$ cat config.mk
export PLATFORM = sky130hd
export DESIGN_NAME = rr_burst_arbiter
export DESIGN_NICKNAME = d
export VERILOG_FILES = /design/src/rtl/rr_burst_arbiter.sv
export SDC_FILE = /design/constraint.sdc
export NUM_CORES = 1
export LEC_CHECK = 0
export CORE_MARGIN = 2
export CORE_UTILIZATION = 40
export DETAILED_ROUTE_END_ITERATION = 16
export PLACE_DENSITY = 0.74
export SETUP_SLACK_MARGIN = 0.3
export SYNTH_ARGS = -nofsm -noshare
export SYNTH_HDL_FRONTEND = slang
export SYNTH_SLANG_ARGS = --single-unit
$ cat constraint.sdc
create_clock -name clk -period 2.7 [get_ports clk]
set_input_delay 0.54 -clock clk [delete_from_list [all_inputs] [get_ports clk]]
set_output_delay 0.54 -clock clk [all_outputs]
set_load 0.05 [all_outputs]
$ cat src/rtl/rr_burst_arbiter.sv
// -----------------------------------------------------------------------------
// rr_burst_arbiter
//
// Round-robin arbiter sharing one burst-oriented resource between N requesters.
// Each ownership window is a registered one-hot grant.  A window closes on the
// owner's last beat, on owner withdrawal, or when the hold limit is reached.
// Exactly one dead cycle separates consecutive owners, so with last sampled at
// edge t the grant is low for t+1..t+2 and the next owner appears at t+3.
//
// Parameters
//   N         number of requesters (2..16)
//   MAX_HOLD  maximum consecutive grant cycles per window (2..255)
//   IDW       width of gnt_id, derived as $clog2(N)
//
// Ports
//   clk          in   1    clock, all logic on posedge
//   rst          in   1    asynchronous active-high reset
//   req          in   N    level requests, held until granted or withdrawn
//   last         in   1    owner's final beat, only looked at while granting
//   gnt          out  N    registered one-hot grant, zero when idle
//   gnt_id       out  IDW  index of current owner, zero when no grant
//   busy         out  1    high while any grant bit is high
//   timeout_err  out  1    one-cycle pulse when a window is force-closed
// -----------------------------------------------------------------------------
module rr_burst_arbiter #(
   parameter  int N        = 4,
   parameter  int MAX_HOLD = 8,
   localparam int IDW      = $clog2(N)
) (
   input  logic           clk,
   input  logic           rst,
   input  logic [N-1:0]   req,
   input  logic           last,
   output logic [N-1:0]   gnt,
   output logic [IDW-1:0] gnt_id,
   output logic           busy,
   output logic           timeout_err
);

   localparam int HCW = $clog2(MAX_HOLD + 1);

   localparam logic [1:0] S_IDLE    = 2'd0;
   localparam logic [1:0] S_GRANT   = 2'd1;
   localparam logic [1:0] S_RELEASE = 2'd2;

   localparam logic [HCW-1:0] HOLD_MAX = HCW'(MAX_HOLD);
   localparam logic [IDW-1:0] ID_LAST  = IDW'(N - 1);
   localparam logic [N-1:0]   GNT_ONE  = {{(N-1){1'b0}}, 1'b1};

   logic [1:0]     state_q,  state_d;
   logic [N-1:0]   gnt_q,    gnt_d;
   logic [IDW-1:0] gnt_id_q, gnt_id_d;
   logic [HCW-1:0] hold_q,   hold_d;
   logic [IDW-1:0] rr_ptr_q, rr_ptr_d;
   logic           tmo_q,    tmo_d;

   logic           pick_found;
   logic [IDW-1:0] pick_idx;
   logic           owner_req;
   logic           hold_at_max;
   logic           close_evt;

   // Hold counter never wraps: it sticks at MAX_HOLD.
   function automatic logic [HCW-1:0] hold_sat_inc(input logic [HCW-1:0] v);
      if (v >= HOLD_MAX) begin
         return HOLD_MAX;
      end
      return v + HCW'(1);
   endfunction

   // Pointer to the requester after the departing owner, wrapping N-1 -> 0
   // explicitly so non-power-of-two N works.
   function automatic logic [IDW-1:0] ptr_after(input logic [IDW-1:0] owner);
      if (owner == ID_LAST) begin
         return '0;
      end
      return owner + IDW'(1);
   endfunction

   // Search rr_ptr, rr_ptr+1, ... (mod N) for the first active request.
   always_comb begin
      int idx;
      pick_found = 1'b0;
      pick_idx   = '0;
      idx        = 0;
      for (int k = 0; k < N; k++) begin
         idx = int'(rr_ptr_q) + k;
         if (idx >= N) begin
            idx = idx - N;
         end
         if (!pick_found && req[idx]) begin
            pick_found = 1'b1;
            pick_idx   = IDW'(idx);
         end
      end
   end

   assign owner_req   = req[gnt_id_q];
   assign hold_at_max = (hold_q == HOLD_MAX);
   assign close_evt   = (state_q == S_GRANT) && (last || !owner_req || hold_at_max);

   always_comb begin
      state_d  = state_q;
      gnt_d    = gnt_q;
      gnt_id_d = gnt_id_q;
      hold_d   = hold_q;
      rr_ptr_d = rr_ptr_q;
      tmo_d    = 1'b0;
      case (state_q)
         S_IDLE: begin
            if (pick_found) begin
               gnt_d    = GNT_ONE << pick_idx;
               gnt_id_d = pick_idx;
               hold_d   = HCW'(1);
               state_d  = S_GRANT;
            end
         end
         S_GRANT: begin
            if (close_evt) begin
               // last has priority over the hold limit, and a withdrawn
               // request is a quiet abort, so the error flags only the
               // genuinely stuck window.
               tmo_d    = !last && owner_req && hold_at_max;
               gnt_d    = '0;
               gnt_id_d = '0;
               hold_d   = '0;
               rr_ptr_d = ptr_after(gnt_id_q);
               state_d  = S_RELEASE;
            end else begin
               hold_d = hold_sat_inc(hold_q);
            end
         end
         S_RELEASE: begin
            state_d = S_IDLE;
         end
         default: begin
            state_d  = S_IDLE;
            gnt_d    = '0;
            gnt_id_d = '0;
            hold_d   = '0;
         end
      endcase
   end

   always_ff @(posedge clk or posedge rst) begin
      if (rst) begin
         state_q  <= S_IDLE;
         gnt_q    <= '0;
         gnt_id_q <= '0;
         hold_q   <= '0;
         rr_ptr_q <= '0;
         tmo_q    <= 1'b0;
      end else begin
         state_q  <= state_d;
         gnt_q    <= gnt_d;
         gnt_id_q <= gnt_id_d;
         hold_q   <= hold_d;
         rr_ptr_q <= rr_ptr_d;
         tmo_q    <= tmo_d;
      end
   end

   assign gnt         = gnt_q;
   assign gnt_id      = gnt_id_q;
   assign busy        = |gnt_q;
   assign timeout_err = tmo_q;

   a_gnt_onehot: assert property (@(posedge clk) disable iff (rst)
      $onehot0(gnt_q));

   a_busy_matches_id: assert property (@(posedge clk) disable iff (rst)
      busy == gnt_q[gnt_id_q]);

   a_idle_id_zero: assert property (@(posedge clk) disable iff (rst)
      !busy |-> (gnt_id_q == '0));

   a_owner_requested: assert property (@(posedge clk) disable iff (rst)
      busy |-> |($past(req) & gnt_q));

   a_dead_cycles: assert property (@(posedge clk) disable iff (rst)
      close_evt |=> !busy ##1 !busy);

   a_hold_bound: assert property (@(posedge clk) disable iff (rst)
      busy |-> (hold_q <= HOLD_MAX));

endmodule

==> impl_results.md <==
* TritonCTS Buffers at 3
* Cell breakdown of the critical path: or4_1 > dlygate4sd2_1
* WS Path Type: reg -> out
* Slew HR at between 50% and 60%
* Crit path max-delay cell type: or4_1
* Antenna Cells at 0
* Layout Nets at slightly above 100
* P_sw at between 0.5 and 0.6 mW
* Cell Pwr Density at roughly 1200 nW/um^2
* RSZ-0062 raised after global routing: false
* #FFs+latches synth at 15
* Commonest cells in the netlist: dfrtp_1, nor2_1, a32o_1, inv_1, mux2_4
* Hold_ws at between 0.5 and 0.6 ns
* Tot GR Track Use at 15.2%
* Avg Synthesized Cell Area at between 10 and 15 sq um
* Hold Buf Count CTS at 0
* Ys Warns at 0
* Skew final at approximately 0.0064 ns
* CP Data Required Time at around 2.2 ns
* Top Usage Layer GRT: met2
* Hold/Removal Path Class: reg -> reg
* First-pass GRT wire length at 2.78 mm
* Mapped Nets at a little over 80
* Htree depth at 1
* Mapped Area at 852 sq um
* I/O pins at 15
* Final Hold Violating Endpoints at 0
* CP top delay family: simple AND/OR/NAND/NOR gates
* Worst-margin pin slew at ~0.64 ns
* Sequential power share at 32.0%
* Share of total power in combinational logic at a little under three fifths
* Dpl hpwl at 1.28 mm
* Worst Path Max Fanout at 3
* Leakage at 0.467 nW
* # rows at 16
* Ranking of synthesized cells by area: dfrtp_1, mux2_4, a32o_1
* Final Critical Period at around 2.2 ns
* Area growth syn-to-layout at 23.3%
* Post-route setup TNS at 0 ns
* Routing usage on met1 at between 10% and 20%
* Gr ovfl total at 0
* Final setup margin at slightly above 0.5 ns
* Initial DRC count at 14
* Leading area contributor after synthesis: dfrtp_1
* Routed wire length at around 1.7 mm
* Starting Density at 43.0%
* Die area at 2520 sq um
* P_int at about 0.66 mW
* Antenna violations before repair at 0
* Final worst path period share at approximately four fifths
* Yosys top cell area share at around 44%
* Routed via count at 650
* Die W at between 50 and 60 microns
* Routability Congestion at roughly 0.71
* DRT antenna net count at 0
* Most numerous cell in the Yosys netlist: dfrtp_1
* Wire per inst at approximately 15 microns
* Clock Path Buffers at 2
* Critical path arrival at 1.64 ns
* Die Ht at between 50 and 60 microns
* Layout cells sized above 1 at about 14%
* IO buf count at 14
* Cts repair resizes at 1
* Status: complete, no violations
* Final Setup Violations at 0
* Number of library cell types mapped by synthesis at 35
* Post-CTS setup buffer count at 0
* Slowest Stage Delay on Critical Path at 0.51 ns
* Largest net degree at the start of global routing at 16
* Met2 Usage GRT at ~27%
* Fin. max-slew vios at 0
* Buffers & Inverters on Critical Path at 1
* Dpl ws at around 0.52 ns
* Clock power share at approximately a tenth
* # DRC at 0
* Clock sink count at 15
* FMAX at around 460 MHz
* Switching share of power at a little under half
* Mapped Cells at a little over 70
* Sequential fraction of the synthesis area at approximately 44%
* Vias/cell at around 5.6
* VDD IR max at about 0.00066 V
* Asr flop ratio synth at 100%
* Vias in the first global route at between 600 and 700
* Crit start category: register
* Clock transition at path regs at around 0.090 ns
* Post-synth EDFFs at 0
* Root buffer cell: clkbuf_4
* Worst skew pair latency at between 0.2 and 0.3 ns
* Max Cap Violations at 0
* CTS tree: built
* Met3 usage at ~5.4%
* Crit. End Element: output port
* Top FF cell, synth: dfrtp_1
* 1st-pass router iterations at 4
* Core area at 1980 sq um
-- final cells by class --
| cell class | instances | area, sq um |
|---|---|---|
| Sequential cell | 15 | 375 |
| Clock buffer | 4 | 26.3 |
| Fill cell | 171 | 931 |
| Multi-Input combinational cell | 53 | 462 |
| Inverter | 4 | 15.0 |
| Tap cell | 27 | 33.8 |
| Timing Repair Buffer | 14 | 139 |
-- worst reg2reg max path: stages (launching register included) --
cell	delay, ns
dfrtp_1	0.42
inv_1	0.10
ha_1	0.16
nand2_1	0.06
nor2_1	0.28
o21a_2	0.22
mux2_4	0.30
-- power by group through the flow --
stage	Clock, mW	Combinational [mW]	Sequential (mW)
floorplan	0	0.404	0.519
global placement	0	0.707	0.399
detailed placement	0	0.723	0.400
CTS	0.135	0.718	0.398
global route	0.151	0.763	0.410
finish	0.132	0.713	0.398
-- cell usage in the layout, fill, tap and decap left out, types with 2 or more instances in the layout --
| cell type | count |
|---|---|
| a21o_1 | 3 |
| a22o_1 | 2 |
| a32o_1 | 4 |
| clkbuf_4 | 3 |
| clkdlybuf4s50_1 | 13 |
| dfrtp_1 | 15 |
| ha_1 | 3 |
| inv_1 | 4 |
| mux2_4 | 4 |
| nand2_1 | 2 |
| nand2b_1 | 2 |
| nor2_1 | 5 |
| nor2b_1 | 2 |
| nor3_1 | 2 |
| or3_1 | 2 |
-- logic make-up after synthesis --
family                     synth area share [%]
AOI/OAI and AO/OA                          25.1
adders and majority gates                  4.41
buffers and inverters                      1.76
DFF                                        44.1
muxes                                      7.05
and+or+nand+nor                            17.6
-- path summary, 6_finish.rpt --
check | startpoint | endpoint | cells past startpoint | slack (ns)
max in group asynchronous | rst | hold_q[0]$_DFFE_PP0P_ | 2 | 1.73
hold / removal | hold_q[2]$_DFFE_PP0P_ | timeout_err$_DFF_PP0_ | 1 | 0.53
setup / recovery | gnt[0]$_DFFE_PP0P_ | busy | 2 | 0.52
hold reg to reg | hold_q[2]$_DFFE_PP0P_ | timeout_err$_DFF_PP0_ | 1 | 0.53
min in group asynchronous | rst | gnt[3]$_DFFE_PP0P_ | 2 | 0.60
setup reg to reg | hold_q[0]$_DFFE_PP0P_ | rr_ptr_q[0]$_DFFE_PP0P_ | 6 | 1.05
-- state kept, by name, indices dropped and copies added, names as in the netlist --
register / flops
gnt: 4
gnt_id: 2
hold_q: 4
rr_ptr_q: 2
state_q: 2
timeout_err: 1
-- metrics by stage --
step / total power [mW] / utilization, % / instance area [sq um] / cells
finish: 1.24 / 53.0 / 1050 / 117
global placement: 1.11 / 51.8 / 1030 / 113
floorplan: 0.922 / - / 852 / 72
CTS: 1.25 / 53.0 / 1050 / 117
detailed placement: 1.12 / 51.8 / 1030 / 113
global route: 1.32 / 53.0 / 1050 / 117
-- routing by layer --
metal	up-vias	part of all wire, %
li1	319	-
met1	317	43
met2	12	53
met3	2	3.6
met4	0	0.70
met5	-	0
Note: power is estimated with default switching activity, not from simulation.
